--- config.mk ---
export PLATFORM = sky130hd
export DESIGN_NAME = mem_bus_ctrl
export DESIGN_NICKNAME = d
export VERILOG_FILES = /design/src/rtl/cpu6_pkg.sv /design/src/rtl/mem_bus_ctrl.sv
export SDC_FILE = /design/constraint.sdc
export NUM_CORES = 1
export LEC_CHECK = 0
export CORE_MARGIN = 10
export CORE_UTILIZATION = 45
export DETAILED_ROUTE_END_ITERATION = 8
export GPL_ROUTABILITY_DRIVEN = 0
export PLACE_DENSITY = 0.92
export SLEW_MARGIN = 20
export SYNTH_ARGS = -nofsm -noshare
export SYNTH_HDL_FRONTEND = slang
export SYNTH_SLANG_ARGS = --single-unit
--- constraint.sdc ---
create_clock -name clock -period 2.6 [get_ports clock]
set_clock_uncertainty 0.2 [all_clocks]
set_input_delay 0.52 -clock clock [delete_from_list [all_inputs] [get_ports clock]]
set_output_delay 0.52 -clock clock [all_outputs]
set_load 0.01 [all_outputs]
--- src/rtl/cpu6_pkg.sv ---
// Shared definitions for the CPU6 memory bus controller: state encoding,
// default wait limit and the data value returned by a timed-out read.
package cpu6_pkg;

    typedef enum logic [1:0] {
        ST_IDLE   = 2'd0,
        ST_SETUP  = 2'd1,
        ST_STROBE = 2'd2,
        ST_HOLD   = 2'd3
    } bus_state_t;

    localparam int         WAIT_LIMIT_DEFAULT = 15;
    localparam logic [7:0] TIMEOUT_RDATA      = 8'hFF;

endpackage

--- src/rtl/mem_bus_ctrl.sv ---
// Single-transfer memory bus sequencer: IDLE -> SETUP -> STROBE -> HOLD.
// Every output is a register loaded from the next-state decode.
module mem_bus_ctrl
    import cpu6_pkg::*;
#(
    parameter int WAIT_LIMIT = WAIT_LIMIT_DEFAULT
) (
    input  logic        clock,
    input  logic        reset,
    input  logic        req,
    input  logic        we,
    input  logic [15:0] addr,
    input  logic [7:0]  wdata,
    input  logic        err_clr,
    output logic        busy,
    output logic        done,
    output logic [7:0]  rdata,
    output logic        timeout_err,
    output logic [15:0] addressBus,
    output logic [7:0]  mem_dout,
    output logic        mem_doe,
    input  logic [7:0]  mem_din,
    output logic        mem_rd,
    output logic        mem_wr,
    input  logic        mem_ready
);

    localparam int CNT_W = $clog2(WAIT_LIMIT + 1);

    bus_state_t       r_state;
    bus_state_t       w_state_next;
    logic             w_timeout;
    logic             w_we_eff;
    logic [CNT_W-1:0] r_wait_cnt;
    logic             r_we;
    logic             r_busy;
    logic             r_done;
    logic [7:0]       r_rdata;
    logic             r_timeout_err;
    logic [15:0]      r_addr_bus;
    logic [7:0]       r_mem_dout;
    logic             r_mem_doe;
    logic             r_mem_rd;
    logic             r_mem_wr;

    always_comb begin
        w_state_next = r_state;
        w_timeout    = 1'b0;
        case (r_state)
            ST_IDLE:   if (req) w_state_next = ST_SETUP;
            ST_SETUP:  w_state_next = ST_STROBE;
            ST_STROBE: begin
                // A ready sampled on the limit cycle still wins over the timeout.
                if (mem_ready) begin
                    w_state_next = ST_HOLD;
                end else if (r_wait_cnt == CNT_W'(WAIT_LIMIT - 1)) begin
                    w_timeout    = 1'b1;
                    w_state_next = ST_HOLD;
                end
            end
            ST_HOLD:   w_state_next = ST_IDLE;
            default:   w_state_next = ST_IDLE;
        endcase
    end

    // Direction for the next cycle: the live input on accept, the latched one otherwise.
    assign w_we_eff = (r_state == ST_IDLE) ? we : r_we;

    always_ff @(posedge clock) begin
        if (reset) begin
            r_state       <= ST_IDLE;
            r_wait_cnt    <= '0;
            r_we          <= 1'b0;
            r_busy        <= 1'b0;
            r_done        <= 1'b0;
            r_rdata       <= 8'h00;
            r_timeout_err <= 1'b0;
            r_addr_bus    <= 16'h0000;
            r_mem_dout    <= 8'h00;
            r_mem_doe     <= 1'b0;
            r_mem_rd      <= 1'b0;
            r_mem_wr      <= 1'b0;
        end else begin
            r_state   <= w_state_next;
            r_busy    <= (w_state_next != ST_IDLE);
            r_done    <= (w_state_next == ST_HOLD);
            r_mem_rd  <= (w_state_next == ST_STROBE) && !w_we_eff;
            r_mem_wr  <= (w_state_next == ST_STROBE) && w_we_eff;
            r_mem_doe <= (w_state_next != ST_IDLE) && w_we_eff;

            if (r_state == ST_IDLE && req) begin
                r_we       <= we;
                r_addr_bus <= addr;
                if (we) r_mem_dout <= wdata;
            end

            if (r_state == ST_SETUP) begin
                r_wait_cnt <= '0;
            end else if (r_state == ST_STROBE && !mem_ready) begin
                r_wait_cnt <= r_wait_cnt + CNT_W'(1);
            end

            if (r_state == ST_STROBE && !r_we) begin
                if (mem_ready)      r_rdata <= mem_din;
                else if (w_timeout) r_rdata <= TIMEOUT_RDATA;
            end

            if (w_timeout)    r_timeout_err <= 1'b1;
            else if (err_clr) r_timeout_err <= 1'b0;
        end
    end

    assign busy        = r_busy;
    assign done        = r_done;
    assign rdata       = r_rdata;
    assign timeout_err = r_timeout_err;
    assign addressBus  = r_addr_bus;
    assign mem_dout    = r_mem_dout;
    assign mem_doe     = r_mem_doe;
    assign mem_rd      = r_mem_rd;
    assign mem_wr      = r_mem_wr;

endmodule
==> results.sh, run 1 <==
export IMPL_outcome="completed"
export IMPL_rsz0062_at_grt="false"
export IMPL_clockRootBuffer="clkbuf_8"
export IMPL_vias=1676
export IMPL_drive_above_1_share_pct=5.32
export IMPL_cts_resized=0
export IMPL_hold_violations=0
export IMPL_cp_slowest_cell="or3b_1"
export IMPL_crit_chain="clkdlybuf4s50_1, or3b_1, a21oi_2, nor2_1"
export IMPL_clk_path_buf_depth=2
export IMPL_placed_cell_area_um2=2560
export IMPL_fin_setup_tns_ns=0
export IMPL_p_leak_nw=0.953
export IMPL_grt_max_degree=23
export IMPL_ioPinCount=76
export IMPL_antenna_found_initial=0
export IMPL_maxSlewViolCount=0
export IMPL_clock_insertion_delay_worst_skew_ns=0.30
export IMPL_reg2reg_slack_ns=0.69
export IMPL_crit_type="in -> reg"
export IMPL_via_per_inst=5.05
export IMPL_wl_um=4830
export IMPL_grt_ovfl_total=0
export IMPL_fin_crit_sh_pct=75.4
export IMPL_final_cells=332
export IMPL_die_h_um=83.6
export IMPL_wire_per_inst_um=14.6
export IMPL_min_delay_start="mem_dout[5]"
export IMPL_min_period_ns=1.96
export IMPL_synth_warnings=0
export IMPL_core_region_area_um2=3940
export IMPL_ys_ff_latch=45
export IMPL_start_util_pct=46.1
export IMPL_worst_pin_slew_ns=0.664
export IMPL_cts_tree="yes"
export IMPL_hold_path_class="reg -> reg"
export IMPL_rows=23
export IMPL_first_pass_iters=4
export IMPL_crit_family="simple AND/OR/NAND/NOR gates"
export IMPL_synth_area_um2=1820
export IMPL_die_w_um=83.6
export IMPL_post_route_drc_count=0
export IMPL_dieArea_um2=6990
export IMPL_path_buf_inv=1
export IMPL_fin_nets=321
export IMPL_path_clk_slew_ns=0.08
export IMPL_worstPathArrival_ns=1.95
export IMPL_critical_path_endpoint_type="flop"
export IMPL_ant_nets=0
export IMPL_required_ns=2.59
export IMPL_hold_buffers=0
export IMPL_cts_buffers=5
export IMPL_diodes=0
export IMPL_drtIter0Drc=58
export IMPL_critPathLaunch="req"
export IMPL_placed_cells=324
export IMPL_powerDensity_nw_per_um2=587
export IMPL_synth_nets=252
export IMPL_post_route_cell_area_um2=2670
export IMPL_fmax_ghz=0.510
export IMPL_irDropWorstVdd_mv=0.448
export IMPL_syn_to_final_growth_pct=47.0
export IMPL_syn_inst=212
export IMPL_setup_viol=0
export IMPL_syn_area_per_cell_um2=8.58
export IMPL_slew_headroom_pct=55.7
export IMPL_cp_max_fo=18
export IMPL_grt_pass1_vias=1675
export IMPL_htree_levels=2
export IMPL_clkSinkCount=45
export IMPL_io_buffers=75
export IMPL_drv_cap=0
export IMPL_cts_setup_buffers=0
export IMPL_cp_start_kind="input pin"
export IMPL_synth_cell_type_count=34
export IMPL_worstReg2RegStart="r_state[1]"
export IMPL_yosysSeqAreaShare_pct=49.5
export IMPL_track_usage_pct=13.6
export IMPL_grt_pass1_wl_um=8050
export IMPL_crit_path_max_incr_delay_ns=0.63
export IMPL_hpwl_um=3620
-- final timing paths --
| path | to | cells after the start |
|---|---|---|
| max | r_we | 4 |
| min | mem_dout[5] | 2 |
| max reg2reg | addressBus[6] | 3 |
| min reg2reg | mem_dout[5] | 2 |
-- routing by layer --
metal | routed length (µm) | vias to the layer above | global-route usage, %
met3 | 491 | 6 | 7.32
met1 | 2080 | 759 | 15.6
met4 | 69 | 0 | 4.41
met5 | 0 | - | 0
met2 | 2190 | 55 | 21.3
li1 | - | 856 | -
-- stage by stage --
step	power, mW	setup WS (ns)	util (%)	hold WS [ns]
after global placement	1.04	0.347	64.9	0.241
after detailed placement	1.04	0.324	64.9	0.246
after floorplan	0.905	0.994	-	0.281
after CTS	1.58	0.638	67.8	0.257
final	1.57	0.641	67.8	0.255
after global routing	1.64	0.525	67.8	0.273
-- power by group --
| group | total [mW] | internal (mW) | switching, mW |
|---|---|---|---|
| Combinational | 0.262 | 0.151 | 0.111 |
| Sequential | 0.762 | 0.728 | 0.0341 |
| Clock | 0.545 | 0.313 | 0.231 |
| Total | 1.57 | 1.19 | 0.377 |
-- sequential cells by signal, summed over array words and instances, names as in the netlist --
| register | cells |
|---|---|
| r_state | 2 |
| done | 1 |
| r_we | 1 |
| mem_dout | 8 |
| timeout_err | 1 |
| mem_rd | 1 |
| rdata | 8 |
| r_wait_cnt | 4 |
| busy | 1 |
| mem_wr | 1 |
| mem_doe | 1 |
| addressBus | 16 |
-- cells by family (layout without fill, tap and decap cells) --
family / after synthesis / after routing / synth area share (%)
and+or+nand+nor: 86 / 86 / 23.8
adders and majority gates: 2 / 2 / 1.38
buffers and inverters: 20 / 90 / 6.60
DFF: 45 / 45 / 49.5
AOI/OAI and AO/OA: 59 / 59 / 18.7
-- worst reg2reg max path: stages, from the launching register on --
cell and delay [ns]:
dfxtp_1 0.75, or3b_1 0.60, nand2_1 0.14, a21oi_1 0.15
-- Yosys cell counts, drive strengths merged --
master	count	area [µm²]
a21oi	40	204
o31a	1	8.76
a31oi	1	6.26
nor3	3	15.0
buf	9	77.6
nor4bb	2	20.0
or3	1	6.26
o211ai	2	15.0
nor2b	3	18.8
and2	1	6.26
o311ai	1	8.76
ha	2	25.0
a21boi	1	7.51
nor2	12	45.0
nand3	1	5.00
clkbuf	9	35.0
o21bai	2	15.0
nand4b	1	8.76
nand2	49	184
dfxtp	45	901
and3	1	6.26
or3b	1	8.76
a211oi	8	60.1
nor3b	5	60.1
nand3b	1	7.51
nand4bb	2	22.5
o21ai	3	15.0
inv	2	7.51
nand2b	3	18.8
-- cell type report --
cell class	count	area (µm²)
Clock inverter	1	30.0
Tap cell	50	62.6
Multi-Input combinational cell	147	798
Inverter	2	7.51
Clock buffer	7	86.3
Fill cell	319	1270
Sequential cell	45	901
Timing Repair Buffer	80	788
-- cells in the final DEF, fill, tap and decap left out, drive strengths merged, types with 5 or more instances in the layout --
cell and count:
a211oi 8, a21oi 40, buf 5, clkbuf 7
clkdlybuf4s50 75, dfxtp 45, nand2 49, nor2 12
nor3b 5
Power figures use the tool's default switching activity.
==> run 2, diff against run 1 <==
Settings changed: CORE_UTILIZATION 45 to 42, PLACE_DENSITY 0.92 to 0.87.
Clock period 2.6 ns to 1.9 ns, I/O delays scaled along.
==> results.sh, run 2 (synthesis results as in run 1) <==
export IMPL_outcome="completed"
export IMPL_fin_nets=328
export IMPL_io_buffers=75
export IMPL_slew_headroom_pct=66.5
export IMPL_core_region_area_um2=4090
export IMPL_clock_insertion_delay_worst_skew_ns=0.29
export IMPL_drtIter0Drc=81
export IMPL_placed_cells=331
export IMPL_crit_type="reg -> out"
export IMPL_ant_nets=0
export IMPL_hold_path_class="reg -> reg"
export IMPL_fin_ws_ns=0.128
export IMPL_min_delay_start="addressBus[7]"
export IMPL_setup_viol=0
export IMPL_whs_ns=0.258
export IMPL_grt_max_degree=23
export IMPL_htree_levels=2
export IMPL_final_cell_mix="clkdlybuf4s50_1 (75), nand2_1 (49), dfxtp_1 (45)"
export IMPL_hpwl_um=3780
export IMPL_syn_to_final_growth_pct=49.1
export IMPL_worstPathArrival_ns=1.19
export IMPL_post_route_drc_count=0
export IMPL_grt_pass1_vias=1681
export IMPL_cp_start_kind="flop"
export IMPL_grt_pass1_wl_um=7890
export IMPL_start_util_pct=44.5
export IMPL_fillers=351
export IMPL_crit_chain="clkdlybuf4s50_1"
export IMPL_wl_um=4890
export IMPL_critPathLaunch="mem_dout[3]"
export IMPL_top_layer="met4"
export IMPL_ioPinCount=76
export IMPL_worstReg2RegStart="r_wait_cnt[0]"
export IMPL_largest_reg_flops=16
export IMPL_critical_path_endpoint_type="output port"
export IMPL_powerDensity_nw_per_um2=745
export IMPL_p_leak_nw=0.976
export IMPL_maxSlewViolCount=0
export IMPL_power_total_mw=2.02
export IMPL_first_pass_iters=4
export IMPL_crit_path_max_incr_delay_ns=0.56
export IMPL_grt_ovfl_total=0
export IMPL_die_w_um=85.8
export IMPL_drv_cap=0
export IMPL_dieArea_um2=7360
export IMPL_final_common_cell="clkdlybuf4s50_1"
export IMPL_placed_cell_area_um2=2620
export IMPL_rows=23
export IMPL_die_h_um=85.8
export IMPL_worst_pin_slew_ns=0.502
export IMPL_final_cells=338
export IMPL_dr_wl_met3_um=483
export IMPL_via_per_inst=4.93
export IMPL_pre_cts_ws_ns=-0.0231
export IMPL_fin_crit_sh_pct=93.2
export IMPL_diodes=0
export IMPL_wl_met1_um=2010
export IMPL_fmax_ghz=0.564
export IMPL_hold_violations=0
export IMPL_wl_met2_um=2390
export IMPL_cts_setup_buffers=0
export IMPL_path_clk_slew_ns=0.08
export IMPL_cts_tree="yes"
export IMPL_cp_slowest_cell="clkdlybuf4s50_1"
export IMPL_min_period_ns=1.77
export IMPL_path_buf_inv=1
export IMPL_clkSinkCount=45
export IMPL_final_util_pct=66.4
export IMPL_drive_above_1_share_pct=7.64
export IMPL_irDropWorstVdd_mv=0.457
export IMPL_cts_resized=0
export IMPL_cts_buffers=5
export IMPL_crit_family="buffers and inverters"
export IMPL_post_route_cell_area_um2=2710
export IMPL_clockRootBuffer="clkbuf_8"
export IMPL_fin_setup_tns_ns=0
export IMPL_wire_per_inst_um=14.5
export IMPL_track_usage_pct=13.0
export IMPL_antenna_found_initial=0
export IMPL_clk_path_buf_depth=2
export IMPL_seq_area_um2=901
export IMPL_hold_buffers=0
export IMPL_vias=1667
export IMPL_rsz0062_at_grt="false"
export IMPL_multi_input_area_um2=798
export IMPL_cp_max_fo=2
export IMPL_required_ns=1.32
[run 2: cell count changes in the layout (fill, tap and decap cells not counted), sizes merged]
cell	change
clkinvlp	+1
bufinv	-1
buf	+7
clkbuf	-1
[run 2: area by class of cell]
class	count	share of cell area [%]
Clock buffer	6	3.04
Clock inverter	1	0.277
Inverter	2	0.277
Multi-Input combinational cell	147	29.4
Sequential cell	45	33.2
Tap cell	50	2.31
Timing Repair Buffer	87	31.5
[run 2: final timing paths]
check / end / slack [ns] / cells after the start
worst max-delay path: mem_dout[3] / 0.13 / 1
worst min-delay path: addressBus[7] / 0.26 / 2
worst max register to register: mem_wr / 0.15 / 5
worst min register to register: addressBus[7] / 0.26 / 2
[run 2: metal layers]
metal  global-route usage [%]  vias up
met2                     22.4       58
met4                     2.69        0
li1                         -      866
met1                     13.6      741
met5                        0        -
met3                     7.10        2
[run 2: report_power, final]
| part | leakage (nW) | switching, mW | total, mW | internal (mW) |
|---|---|---|---|---|
| sequential | 0.367 | 0.0387 | 1.04 | 0.996 |
| combinational | 0.565 | 0.166 | 0.393 | 0.227 |
| clock | 0.0433 | 0.305 | 0.592 | 0.288 |
==> run 3, diff against run 2 <==
Settings changed: CORE_MARGIN 10 to not set.
Clock period 1.9 ns to 1.8 ns, I/O delays scaled along.
==> results.sh, run 3 (synthesis results as in run 1) <==
export IMPL_reg2reg_depth=5
export IMPL_drv_cap=0
export IMPL_fmax_ghz=0.566
export IMPL_die_h_um=67.8
export IMPL_grt_ovfl_total=0
export IMPL_final_cell_mix="clkdlybuf4s50_1 (72), nand2_1 (49), dfxtp_1 (45)"
export IMPL_clkSinkCount=45
export IMPL_required_ns=1.24
export IMPL_crit_chain="clkdlybuf4s50_1"
export IMPL_grt_pass1_vias=1552
export IMPL_track_usage_pct=19.7
export IMPL_crit_path_max_incr_delay_ns=0.56
export IMPL_grt_max_degree=25
export IMPL_fin_crit_sh_pct=98.2
export IMPL_p_leak_nw=1.06
export IMPL_post_route_drc_count=0
export IMPL_diodes=0
export IMPL_crit_family="buffers and inverters"
export IMPL_cts_buffers=5
export IMPL_hold_path_class="reg -> reg"
export IMPL_setup_viol=0
export IMPL_rows=23
export IMPL_first_pass_iters=4
export IMPL_path_clk_slew_ns=0.09
export IMPL_powerDensity_nw_per_um2=814
export IMPL_cp_depth=1
export IMPL_pre_cts_ws_ns=-0.156
export IMPL_outcome="completed"
export IMPL_multi_input_area_um2=798
export IMPL_worstPathArrival_ns=1.21
export IMPL_wire_per_inst_um=12.2
export IMPL_htree_levels=2
export IMPL_antenna_found_initial=0
export IMPL_core_region_area_um2=4090
export IMPL_hpwl_um=3040
export IMPL_clk_path_buf_depth=2
export IMPL_path_buf_inv=1
export IMPL_placed_cell_area_um2=2660
export IMPL_drive_above_1_share_pct=9.52
export IMPL_rsz0062_at_grt="false"
export IMPL_final_cells=344
export IMPL_irDropWorstVdd_mv=0.401
export IMPL_hold_violations=0
export IMPL_worst_pin_slew_ns=0.465
export IMPL_cts_tree="yes"
export IMPL_io_buffers=75
export IMPL_vias=1721
export IMPL_fin_ws_ns=0.0322
export IMPL_start_util_pct=44.5
export IMPL_fin_nets=333
export IMPL_wl_um=4210
export IMPL_cp_max_fo=2
export IMPL_drtIter0Drc=50
export IMPL_holdPathStages=2
export IMPL_final_common_cell="clkdlybuf4s50_1"
export IMPL_largest_reg_flops=16
export IMPL_dieArea_um2=4600
export IMPL_cp_start_kind="flop"
export IMPL_syn_to_final_growth_pct=53.0
export IMPL_cp_slowest_cell="clkdlybuf4s50_1"
export IMPL_post_route_cell_area_um2=2780
export IMPL_clockRootBuffer="clkbuf_8"
export IMPL_critical_path_endpoint_type="output port"
export IMPL_ant_nets=0
export IMPL_placed_cells=336
export IMPL_grt_pass1_wl_um=6810
export IMPL_die_w_um=67.8
export IMPL_slew_headroom_pct=69.0
export IMPL_ioPinCount=76
export IMPL_crit_type="reg -> out"
export IMPL_fillers=357
export IMPL_clock_insertion_delay_worst_skew_ns=0.30
export IMPL_seq_area_um2=901
export IMPL_min_period_ns=1.77
export IMPL_maxSlewViolCount=0
export IMPL_via_per_inst=5.00
[run 3: changes by cell type in the layout (fill, tap and decap cells not counted)]
cell,before,now
bufinv_16,0,1
dlymetal6s2s_1,0,3
clkdlybuf4s50_1,75,72
clkinv_4,0,1
buf_4,11,16
clkbuf_8,6,5
[run 3: area by class of cell]
cell class	count	share of cell area, %
clock buffers	5	2.47
clock inverters	3	1.66
inverters	2	0.270
multi-input cells	147	28.7
flip-flops and latches	45	32.4
well taps	50	2.25
repair buffers	92	32.3
[run 3: report_power, final]
group	total, mW	leakage, nW	internal [mW]	switching, mW
Clock	0.755	0.0543	0.415	0.340
Sequential	1.09	0.367	1.05	0.0403
Combinational	0.418	0.643	0.246	0.172
Total	2.27	1.06	1.71	0.552
[run 3: stage by stage]
| stage | total power, mW | setup TNS, ns | hold slack, ns | util (%) |
|---|---|---|---|---|
| 2_1_floorplan | 1.31 | 0 | 0.281 | - |
| 3_3_place_gp | 1.53 | -1.91 | 0.241 | 65.1 |
| 3_5_place_dp | 1.54 | -2.26 | 0.246 | 65.1 |
| 4_1_cts | 2.30 | 0 | 0.258 | 67.9 |
| 5_1_grt | 2.38 | 0 | 0.269 | 68.1 |
| 6_report | 2.27 | 0 | 0.254 | 68.1 |
[run 3: repair_timing]
| action | 4_1_cts | 5_1_grt |
|---|---|---|
| hold buffers | 0 | 0 |
| setup buffers | 0 | 0 |
| endpoints found under the setup margin | 0 | 3 |
| resized for setup | 0 | 3 |
[run 3: per-layer routing]
layer	vias up	wire length [µm]	global-route usage, %
li1	886	-	-
met1	777	1730	21.7
met2	53	2110	35.4
met3	5	304	5.67
met4	0	59	7.81
met5	-	0	0
[run 3: final timing paths]
check | to | from | slack [ns]
max | rdata[1] | rdata[1] | 0.03
min | addressBus[14] | addressBus[14] | 0.25
max reg2reg | mem_dout[0] | r_state[0] | 0.15
min reg2reg | addressBus[14] | addressBus[14] | 0.25
